==> src/rtl/dmem_arbiter_pkg.sv <==
// Shared types for the data-memory arbiter: FSM state encoding and the
// buffered external request slot.
`timescale 1ns/1ps
package dmem_arbiter_pkg;

  localparam int DMEM_DATA_W = 32;
  localparam int DMEM_ADDR_W = 9;

  typedef enum logic [1:0] {
    IDLE,
    PEND,
    FORCE,
    RESP
  } dmem_arb_state_t;

  // Slot widths follow the pipeline's data memory.
  typedef struct packed {
    logic                   we;
    logic [DMEM_ADDR_W-1:0] addr;
    logic [DMEM_DATA_W-1:0] wdata;
    logic [2:0]             funct3;
  } ext_mem_req_t;

endpackage

==> src/rtl/dmem_port_mux.sv <==
// Ownership mux for the data-memory port: the buffered external request
// when ext_owner is set, otherwise the MEM-stage access passes straight through.
`timescale 1ns/1ps
module dmem_port_mux
  import dmem_arbiter_pkg::*;
#(
  parameter int DATA_W     = DMEM_DATA_W,
  parameter int DM_ADDRESS = DMEM_ADDR_W
) (
  input  logic                  ext_owner,
  input  ext_mem_req_t          slot,
  input  logic                  core_rd,
  input  logic                  core_wr,
  input  logic [DM_ADDRESS-1:0] core_addr,
  input  logic [DATA_W-1:0]     core_wdata,
  input  logic [2:0]            core_funct3,
  output logic [DATA_W-1:0]     core_rdata,
  output logic                  mem_rd,
  output logic                  mem_wr,
  output logic [DM_ADDRESS-1:0] mem_addr,
  output logic [DATA_W-1:0]     mem_wdata,
  output logic [2:0]            mem_funct3,
  input  logic [DATA_W-1:0]     mem_rdata
);

  assign mem_rd     = ext_owner ? !slot.we    : core_rd;
  assign mem_wr     = ext_owner ? slot.we     : core_wr;
  assign mem_addr   = ext_owner ? slot.addr   : core_addr;
  assign mem_wdata  = ext_owner ? slot.wdata  : core_wdata;
  assign mem_funct3 = ext_owner ? slot.funct3 : core_funct3;

  // The MEM stage never sees data that belongs to the external requester.
  assign core_rdata = ext_owner ? '0 : mem_rdata;

endmodule

==> src/rtl/dmem_arbiter.sv <==
// Arbitrates the single data-memory port between the MEM stage (priority)
// and an external requester, forcing one external access after MAX_WAIT blocked cycles.
`timescale 1ns/1ps
module dmem_arbiter
  import dmem_arbiter_pkg::*;
#(
  parameter int DATA_W     = DMEM_DATA_W,
  parameter int DM_ADDRESS = DMEM_ADDR_W,
  parameter int MAX_WAIT   = 8,
  parameter int WAIT_W     = 4
) (
  input  logic                  clk,
  input  logic                  reset,
  input  logic                  core_rd,
  input  logic                  core_wr,
  input  logic [DM_ADDRESS-1:0] core_addr,
  input  logic [DATA_W-1:0]     core_wdata,
  input  logic [2:0]            core_funct3,
  output logic [DATA_W-1:0]     core_rdata,
  output logic                  core_stall,
  input  logic                  ext_valid,
  output logic                  ext_ready,
  input  logic                  ext_we,
  input  logic [DM_ADDRESS-1:0] ext_addr,
  input  logic [DATA_W-1:0]     ext_wdata,
  input  logic [2:0]            ext_funct3,
  output logic                  ext_rvalid,
  output logic [DATA_W-1:0]     ext_rdata,
  input  logic                  ext_rready,
  output logic                  mem_rd,
  output logic                  mem_wr,
  output logic [DM_ADDRESS-1:0] mem_addr,
  output logic [DATA_W-1:0]     mem_wdata,
  output logic [2:0]            mem_funct3,
  input  logic [DATA_W-1:0]     mem_rdata,
  output logic                  ext_owner
);

  localparam logic [WAIT_W-1:0] WAIT_LAST = WAIT_W'(MAX_WAIT - 1);

  dmem_arb_state_t   state;
  ext_mem_req_t      slot;
  logic [WAIT_W-1:0] wait_cnt;
  logic              core_req;
  logic              ext_forced;
  logic              ext_issue;

  assign core_req   = core_rd | core_wr;
  assign ext_forced = (state == FORCE);
  assign ext_issue  = ext_forced || (state == PEND && !core_req);

  assign ext_owner  = ext_issue;
  assign core_stall = ext_forced && core_req;
  assign ext_ready  = (state == IDLE) && reset;

  always_ff @(posedge clk or negedge reset) begin
    // NOTE: state registers use non-blocking assignments so every flop samples
    // pre-edge values regardless of statement order.
    if (!reset) begin
      state      <= IDLE;
      wait_cnt   <= '0;
      slot       <= '0;
      ext_rdata  <= '0;
      ext_rvalid <= 1'b0;
    end else begin
      case (state)
        IDLE: begin
          if (ext_valid) begin
            slot     <= '{we: ext_we, addr: ext_addr, wdata: ext_wdata, funct3: ext_funct3};
            wait_cnt <= '0;
            state    <= PEND;
          end
        end
        PEND, FORCE: begin
          if (ext_issue) begin
            ext_rdata  <= slot.we ? '0 : mem_rdata;
            ext_rvalid <= 1'b1;
            state      <= RESP;
          end else if (wait_cnt == WAIT_LAST) begin
            state <= FORCE;
          end else begin
            wait_cnt <= wait_cnt + 1'b1;
          end
        end
        RESP: begin
          if (ext_rready) begin
            ext_rvalid <= 1'b0;
            state      <= IDLE;
          end
        end
        default: state <= IDLE;
      endcase
    end
  end

  // Core enables are masked during reset so no stray access reaches memory.
  dmem_port_mux #(
    .DATA_W     (DATA_W),
    .DM_ADDRESS (DM_ADDRESS)
  ) u_port_mux (
    .ext_owner   (ext_owner),
    .slot        (slot),
    .core_rd     (core_rd & reset),
    .core_wr     (core_wr & reset),
    .core_addr   (core_addr),
    .core_wdata  (core_wdata),
    .core_funct3 (core_funct3),
    .core_rdata  (core_rdata),
    .mem_rd      (mem_rd),
    .mem_wr      (mem_wr),
    .mem_addr    (mem_addr),
    .mem_wdata   (mem_wdata),
    .mem_funct3  (mem_funct3),
    .mem_rdata   (mem_rdata)
  );

endmodule

==> config.mk <==
export PLATFORM = sky130hd
export DESIGN_NAME = dmem_arbiter
export DESIGN_NICKNAME = d
export VERILOG_FILES = /design/src/rtl/dmem_arbiter_pkg.sv /design/src/rtl/dmem_port_mux.sv /design/src/rtl/dmem_arbiter.sv
export SDC_FILE = /design/constraint.sdc
export NUM_CORES = 1
export LEC_CHECK = 0
export CAP_MARGIN = 20
export CORE_AREA = 2 2 107 109
export DETAILED_ROUTE_END_ITERATION = 8
export DIE_AREA = 0 0 109 111
export PLACE_DENSITY = 0.85
export SKIP_LAST_GASP = 1
export SYNTH_ARGS = -nofsm -noshare
export SYNTH_HDL_FRONTEND = slang
export SYNTH_SLANG_ARGS = --single-unit
==> constraint.sdc <==
create_clock -name clk -period 2 [get_ports clk]
set_input_delay 0.4 -clock clk [delete_from_list [all_inputs] [get_ports clk]]
set_output_delay 0.4 -clock clk [all_outputs]
set_load 0.1 [all_outputs]
==> metrics, run 1 <==
outcome complete, but fails checks; failing checks setup timing; Critical Path Sink Type output pin; first-pass GRT wire length 25.3 mm; cell total after placement 847; initial antenna violation count 0; DRC viols 0; via count 4486; crit-path cells inv_2 > ha_4 > nor3b_4 > nor2_4 > inv_4 > buf_8 > clkbuf_16 > nand2_2 > nand2_8 > buf_12; FILL cells 551; htree depth 3; Tcrit/Tclk final 122%; Synth Warn # 0; area leader, netlist dfrtp_1; critical path required time 1.60 ns; crit-path max FO 5; worst slack, placed -0.505 ns; I/O Pins 241; unrepaired setup endpoints after global routing yes; Final HPWL DP 11.2 mm; die width 109 um; CTS tree done; Root Buffer Master clkbuf_16; Skew-Pair Late Insertion Delay 0.34 ns; worst min-delay path class input pin to asynchronous set/reset pin; Chip Height 111 um; syn_area_per_cell 8.90 um^2; final setup fails 80; number of synthesized flops with an enable pin 0; vias in the first global route 5063; clock skew 0.0108 ns; CP max stage cell dfrtp_1; post-route insts no fill 883; TritonCTS Buffers 9; antenna diode count 0; share of Yosys cell area claimed by the top area cell type 49.9%; synth top area cells dfrtp_1 (50%), nand2_1 (18%), mux2_2 (12%); prevailing post-synth register cell dfrtp_1; core area 11100 um^2; nets 867; Synth top cells by count nand2_1 (206), dfrtp_1 (84), mux2_2 (45); register bit total from synthesis 84; worst slew pin tran 0.750 ns; Avg WL per Cell 18.9 um; worst setup path class flop to output pin; Initial Util 38.1%; worst reg2reg path depth 10; largest net degree at the start of global routing 65; DIE AREA 12100 um^2; Via density 5.08; Syn Inst Count 474; Max Slew Vio Count 0; CP arrival 2.05 ns; ys async rst share 100%; final hold violations 0; FP Rows 39; initial DRC count 183; Peak Freq 408 MHz; FF-to-FF setup slack 0.10 ns; Synth cell types 34; min cycle time layout 2.45 ns; Crit path largest cell delay 0.41 ns; worst setup margin -0.450 ns; layout cells sized above 1 49.1%; CP startpoint state[1]; clock-pin transition on the worst setup and hold timing paths 0.06 ns; maximum clock insertion buffer count 2; max cap viols 0; Top delay family on crit path buffers and inverters; post-detailed-route count of antenna-violating nets 0; R2R Path Start state[1]; register area 2100 um^2; Tot GR Track Use 27.0%; relative slew slack 50.0%; setup TNS -30.07 ns; Synth Net Count 606; Pre-Repair DR Iteration Count 4; WP buf/inv 5; final wirelength 16.7 mm; gp weighted congestion 0.810; Overflow after GRT 0; Mapped Area 4220 um^2; count leader, synth nand2_1; Critical R2R Capture ext_rvalid; TritonCTS Sinks 84; crit start category flop; multi-input logic area 2940 um^2; part of the Yosys area used for sequential elements 49.9%; IO Port Bufs 240; Layout area overhead 120%; WHS 0.150 ns
==> cell families (layout without fill, tap and decap cells) <==
| family | after synthesis | count (layout) | share of synthesized area (%) |
|---|---|---|---|
| AOI/OAI and AO/OA | 51 | 51 | 7.18 |
| adders and majority gates | 5 | 5 | 1.48 |
| buffers and inverters | 36 | 302 | 3.86 |
| DFF | 84 | 84 | 49.9 |
| muxes | 45 | 45 | 12.0 |
| and+or+nand+nor | 253 | 253 | 25.6 |
==> metal layers <==
| metal | share of wire [%] | vias to the layer above | GRT usage, % |
|---|---|---|---|
| li1 | - | 2054 | - |
| met4 | 3.4 | 0 | 11.6 |
| met3 | 6.9 | 39 | 7.58 |
| met5 | 0 | - | 0 |
| met2 | 55 | 203 | 50.8 |
| met1 | 35 | 2190 | 26.9 |
==> state kept, by name (all words and copies together), names as in the netlist <==
| name | flops |
|---|---|
| state | 2 |
| ext_rdata | 32 |
| slot | 45 |
| ext_rvalid | 1 |
| wait_cnt | 4 |
==> through the flow <==
step           utilization [%]  instance area [um^2]
2_1_floorplan                -                  4860
3_3_place_gp              74.2                  8220
3_5_place_dp              74.2                  8220
4_1_cts                   81.2                  9000
5_1_grt                   83.6                  9260
6_report                  83.6                  9260
==> cells in the final DEF (no fill, tap or decap), types with 5 or more instances in the layout <==
| cell | synthesis | layout |
|---|---|---|
| nand2_4 | 0 | 45 |
| clkdlybuf4s50_1 | 0 | 125 |
| nand2_1 | 206 | 104 |
| nand2_2 | 0 | 31 |
| inv_1 | 6 | 5 |
| nand2_8 | 0 | 26 |
| dfrtp_1 | 84 | 83 |
| clkbuf_16 | 0 | 12 |
| o21ai_0 | 34 | 33 |
| buf_12 | 0 | 92 |
| buf_4 | 1 | 52 |
| and2_2 | 0 | 8 |
| and2_4 | 0 | 25 |
| mux2_2 | 45 | 45 |
==> area by class of cell <==
class | instances | area share, %
clock buffers | 12 | 2.66
clock inverters | 4 | 0.784
inverters | 7 | 0.311
multi-input cells | 354 | 31.7
flip-flops and latches | 84 | 22.7
well taps | 143 | 1.93
repair buffers | 279 | 39.9
==> what timing repair did <==
item                                    CTS  global route
hold endpoints to repair                  0             0
endpoints found under the setup margin   81           118
cloned                                    4             3
pin swaps                                 1            20
hold buffers                              0             0
setup buffers                            13             2
gates resized for setup                  67            44
==> worst max path at each step <==
stage / endpoint / slack, ns / depth (start not counted)
2_1_floorplan: mem_rd / -0.19 / 8
6_report: mem_wdata[8] / -0.45 / 10
3_5_place_dp: mem_wdata[11] / -0.50 / 7
4_1_cts: mem_wdata[11] / -0.41 / 10
5_1_grt: mem_wdata[27] / -0.51 / 10
3_3_place_gp: mem_wdata[2] / -0.41 / 7
Power of run 1 is left out: the tool's default activity adds up to more than one toggle a clock period on the data nets, which glitch-free logic cannot reach.
==> inputs of run 2 (changes only) <==
--- a/config.mk
+++ b/config.mk
@@ -6,10 +6,10 @@
 export NUM_CORES = 1
 export LEC_CHECK = 0
 export CAP_MARGIN = 20
-export CORE_AREA = 2 2 107 109
+export CORE_AREA = 2 2 122 124
 export DETAILED_ROUTE_END_ITERATION = 8
-export DIE_AREA = 0 0 109 111
-export PLACE_DENSITY = 0.85
+export DIE_AREA = 0 0 124 126
+export PLACE_DENSITY = 0.69
 export SKIP_LAST_GASP = 1
 export SYNTH_ARGS = -nofsm -noshare
 export SYNTH_HDL_FRONTEND = slang
==> run 2 against run 1 <==
  * The run still ends with setup timing left
  * Routed wire length decreased by 8.6%
  * Critical path depth fell by 3
  * Via count down 3.7%
  * Cell count is 4.6% higher
  * First-iteration DRC count is 28% lower
  * Critical path type unchanged
==> metrics, run 2 (same netlist as run 1, synthesis figures left out) <==
outcome complete, but fails checks; failing checks setup timing; final wirelength 15.3 mm; initial DRC count 131; crit path to core_rdata[5]; largest registers slot: 45 flops, ext_rdata: 32 flops, wait_cnt: 4 flops; Largest register FFs 45; TritonCTS Buffers 9; Chip Height 126 um; final setup fails 79; wl on met1 5.57 mm; worst setup margin -0.394 ns; core area 14300 um^2; R2R Path Start state[0]; clock-pin transition on the worst setup and hold timing paths 0.06 ns; Tot GR Track Use 19.1%; nets 869; die width 124 um; relative slew slack 46.0%; Pre-Repair DR Iteration Count 4; Critical Path Sink Type output pin; most frequent cells in the layout clkdlybuf4s50_1 (125), nand2_1 (119), buf_12 (89); CP arrival 1.99 ns; I/O Pins 241; Tcrit/Tclk final 120%; FP Rows 44; worst slack, placed -0.473 ns; antenna diode count 0; routed wl met2 8.09 mm; vias in the first global route 4453; FILL cells 1122; TritonCTS Sinks 84; layout cells sized above 1 47.2%; Peak Freq 418 MHz; met3 wire len 1.30 mm; Skew-Pair Late Insertion Delay 0.34 ns; largest net degree at the start of global routing 64; Biggest register slot; Final Util 63.0%; critical path required time 1.60 ns; multi-input logic area 2770 um^2; register area 2100 um^2; post-route cell area 9020 um^2; Overflow after GRT 0; first-pass GRT wire length 23.1 mm; Area after DPL 8330 um^2; initial antenna violation count 0; min cycle time layout 2.39 ns; Layout area overhead 114%; unrepaired setup endpoints after global routing yes; post-detailed-route count of antenna-violating nets 0; CTS tree done; Via density 4.67; via count 4318; crit-path max FO 10; clock skew 0.00599 ns; Initial Util 29.5%; maximum clock insertion buffer count 2; crit start category flop; worst slew pin tran 0.810 ns; final hold violations 0; htree depth 3; gp weighted congestion 0.779; worst reg2reg path depth 7; DRC viols 0; Root Buffer Master clkbuf_16; max cap viols 0; Critical R2R Capture state[0]; FF-to-FF setup slack 0.17 ns; IO Port Bufs 240; worst min-delay path class input pin to asynchronous set/reset pin; commonest non-fill, non-tap cell in the layout clkdlybuf4s50_1; Avg WL per Cell 16.5 um; worst setup path class flop to output pin; CP startpoint state[0]; DIE AREA 15600 um^2; highest routed metal layer met4; Max Slew Vio Count 0; Final HPWL DP 11.3 mm
run 2: cell types whose count changed in the layout (fill, tap and decap cells not counted), moves of 3 or more:
cell and change:
nand2_1 +15, nand2_4 -15, buf_4 +8, buf_12 -3, buf_16 -3, nand2_2 +3, nand2_8 -3
run 2: layer usage:
layer	GRT usage, %	up-vias
met5	0	-
met4	6.74	0
met3	5.43	23
met2	35.0	169
met1	20.8	2068
li1	-	2058
run 2: critical path, stage by stage (launching register included):
cell	delay [ns]
dfrtp_2	0.44
ha_4	0.16
nor3b_4	0.15
nor2_4	0.18
buf_6	0.19
clkbuf_16	0.19
and2_2	0.18
buf_12	0.17
run 2: layout make-up:
| cell class | count | area share, % |
|---|---|---|
| clock buffers | 12 | 2.84 |
| clock inverters | 2 | 0.388 |
| inverters | 7 | 0.319 |
| multi-input cells | 354 | 30.8 |
| flip-flops and latches | 84 | 23.3 |
| well taps | 184 | 2.55 |
| repair buffers | 281 | 39.8 |
run 2: how the worst min path moves through the flow:
stage | startpoint | end | slack [ns] | cells after the start
global route | reset | wait_cnt[2] | 0.46 | 2
finish | reset | wait_cnt[2] | 0.47 | 2
CTS | reset | wait_cnt[2] | 0.44 | 2
floorplan | reset | ext_rdata[0] | 0.10 | 0
global placement | reset | slot[44] | 0.24 | 1
detailed placement | reset | wait_cnt[2] | 0.23 | 1
run 2: metrics by stage:
| step | hold slack (ns) | instances | TNS [ns] |
|---|---|---|---|
| 6_report | 0.468 | 924 | -25.76 |
| 5_1_grt | 0.465 | 924 | -31.03 |
| 4_1_cts | 0.440 | 921 | -28.01 |
| 3_5_place_dp | 0.235 | 895 | -28.81 |
| 3_3_place_gp | 0.241 | 895 | -25.95 |
| 2_1_floorplan | 0.104 | 474 | -1.02 |
run 2: repair_timing:
| action | in CTS | in global routing |
|---|---|---|
| setup endpoints to repair | 80 | 85 |
| gates resized for setup | 29 | 35 |
| hold buffers | 1 | 0 |
| pin swaps | 3 | 3 |
| hold endpoints to repair | 3 | 0 |
| gates cloned | 1 | 3 |
| buffers inserted | 11 | 2 |
Power of run 2 is left out for the same reason.
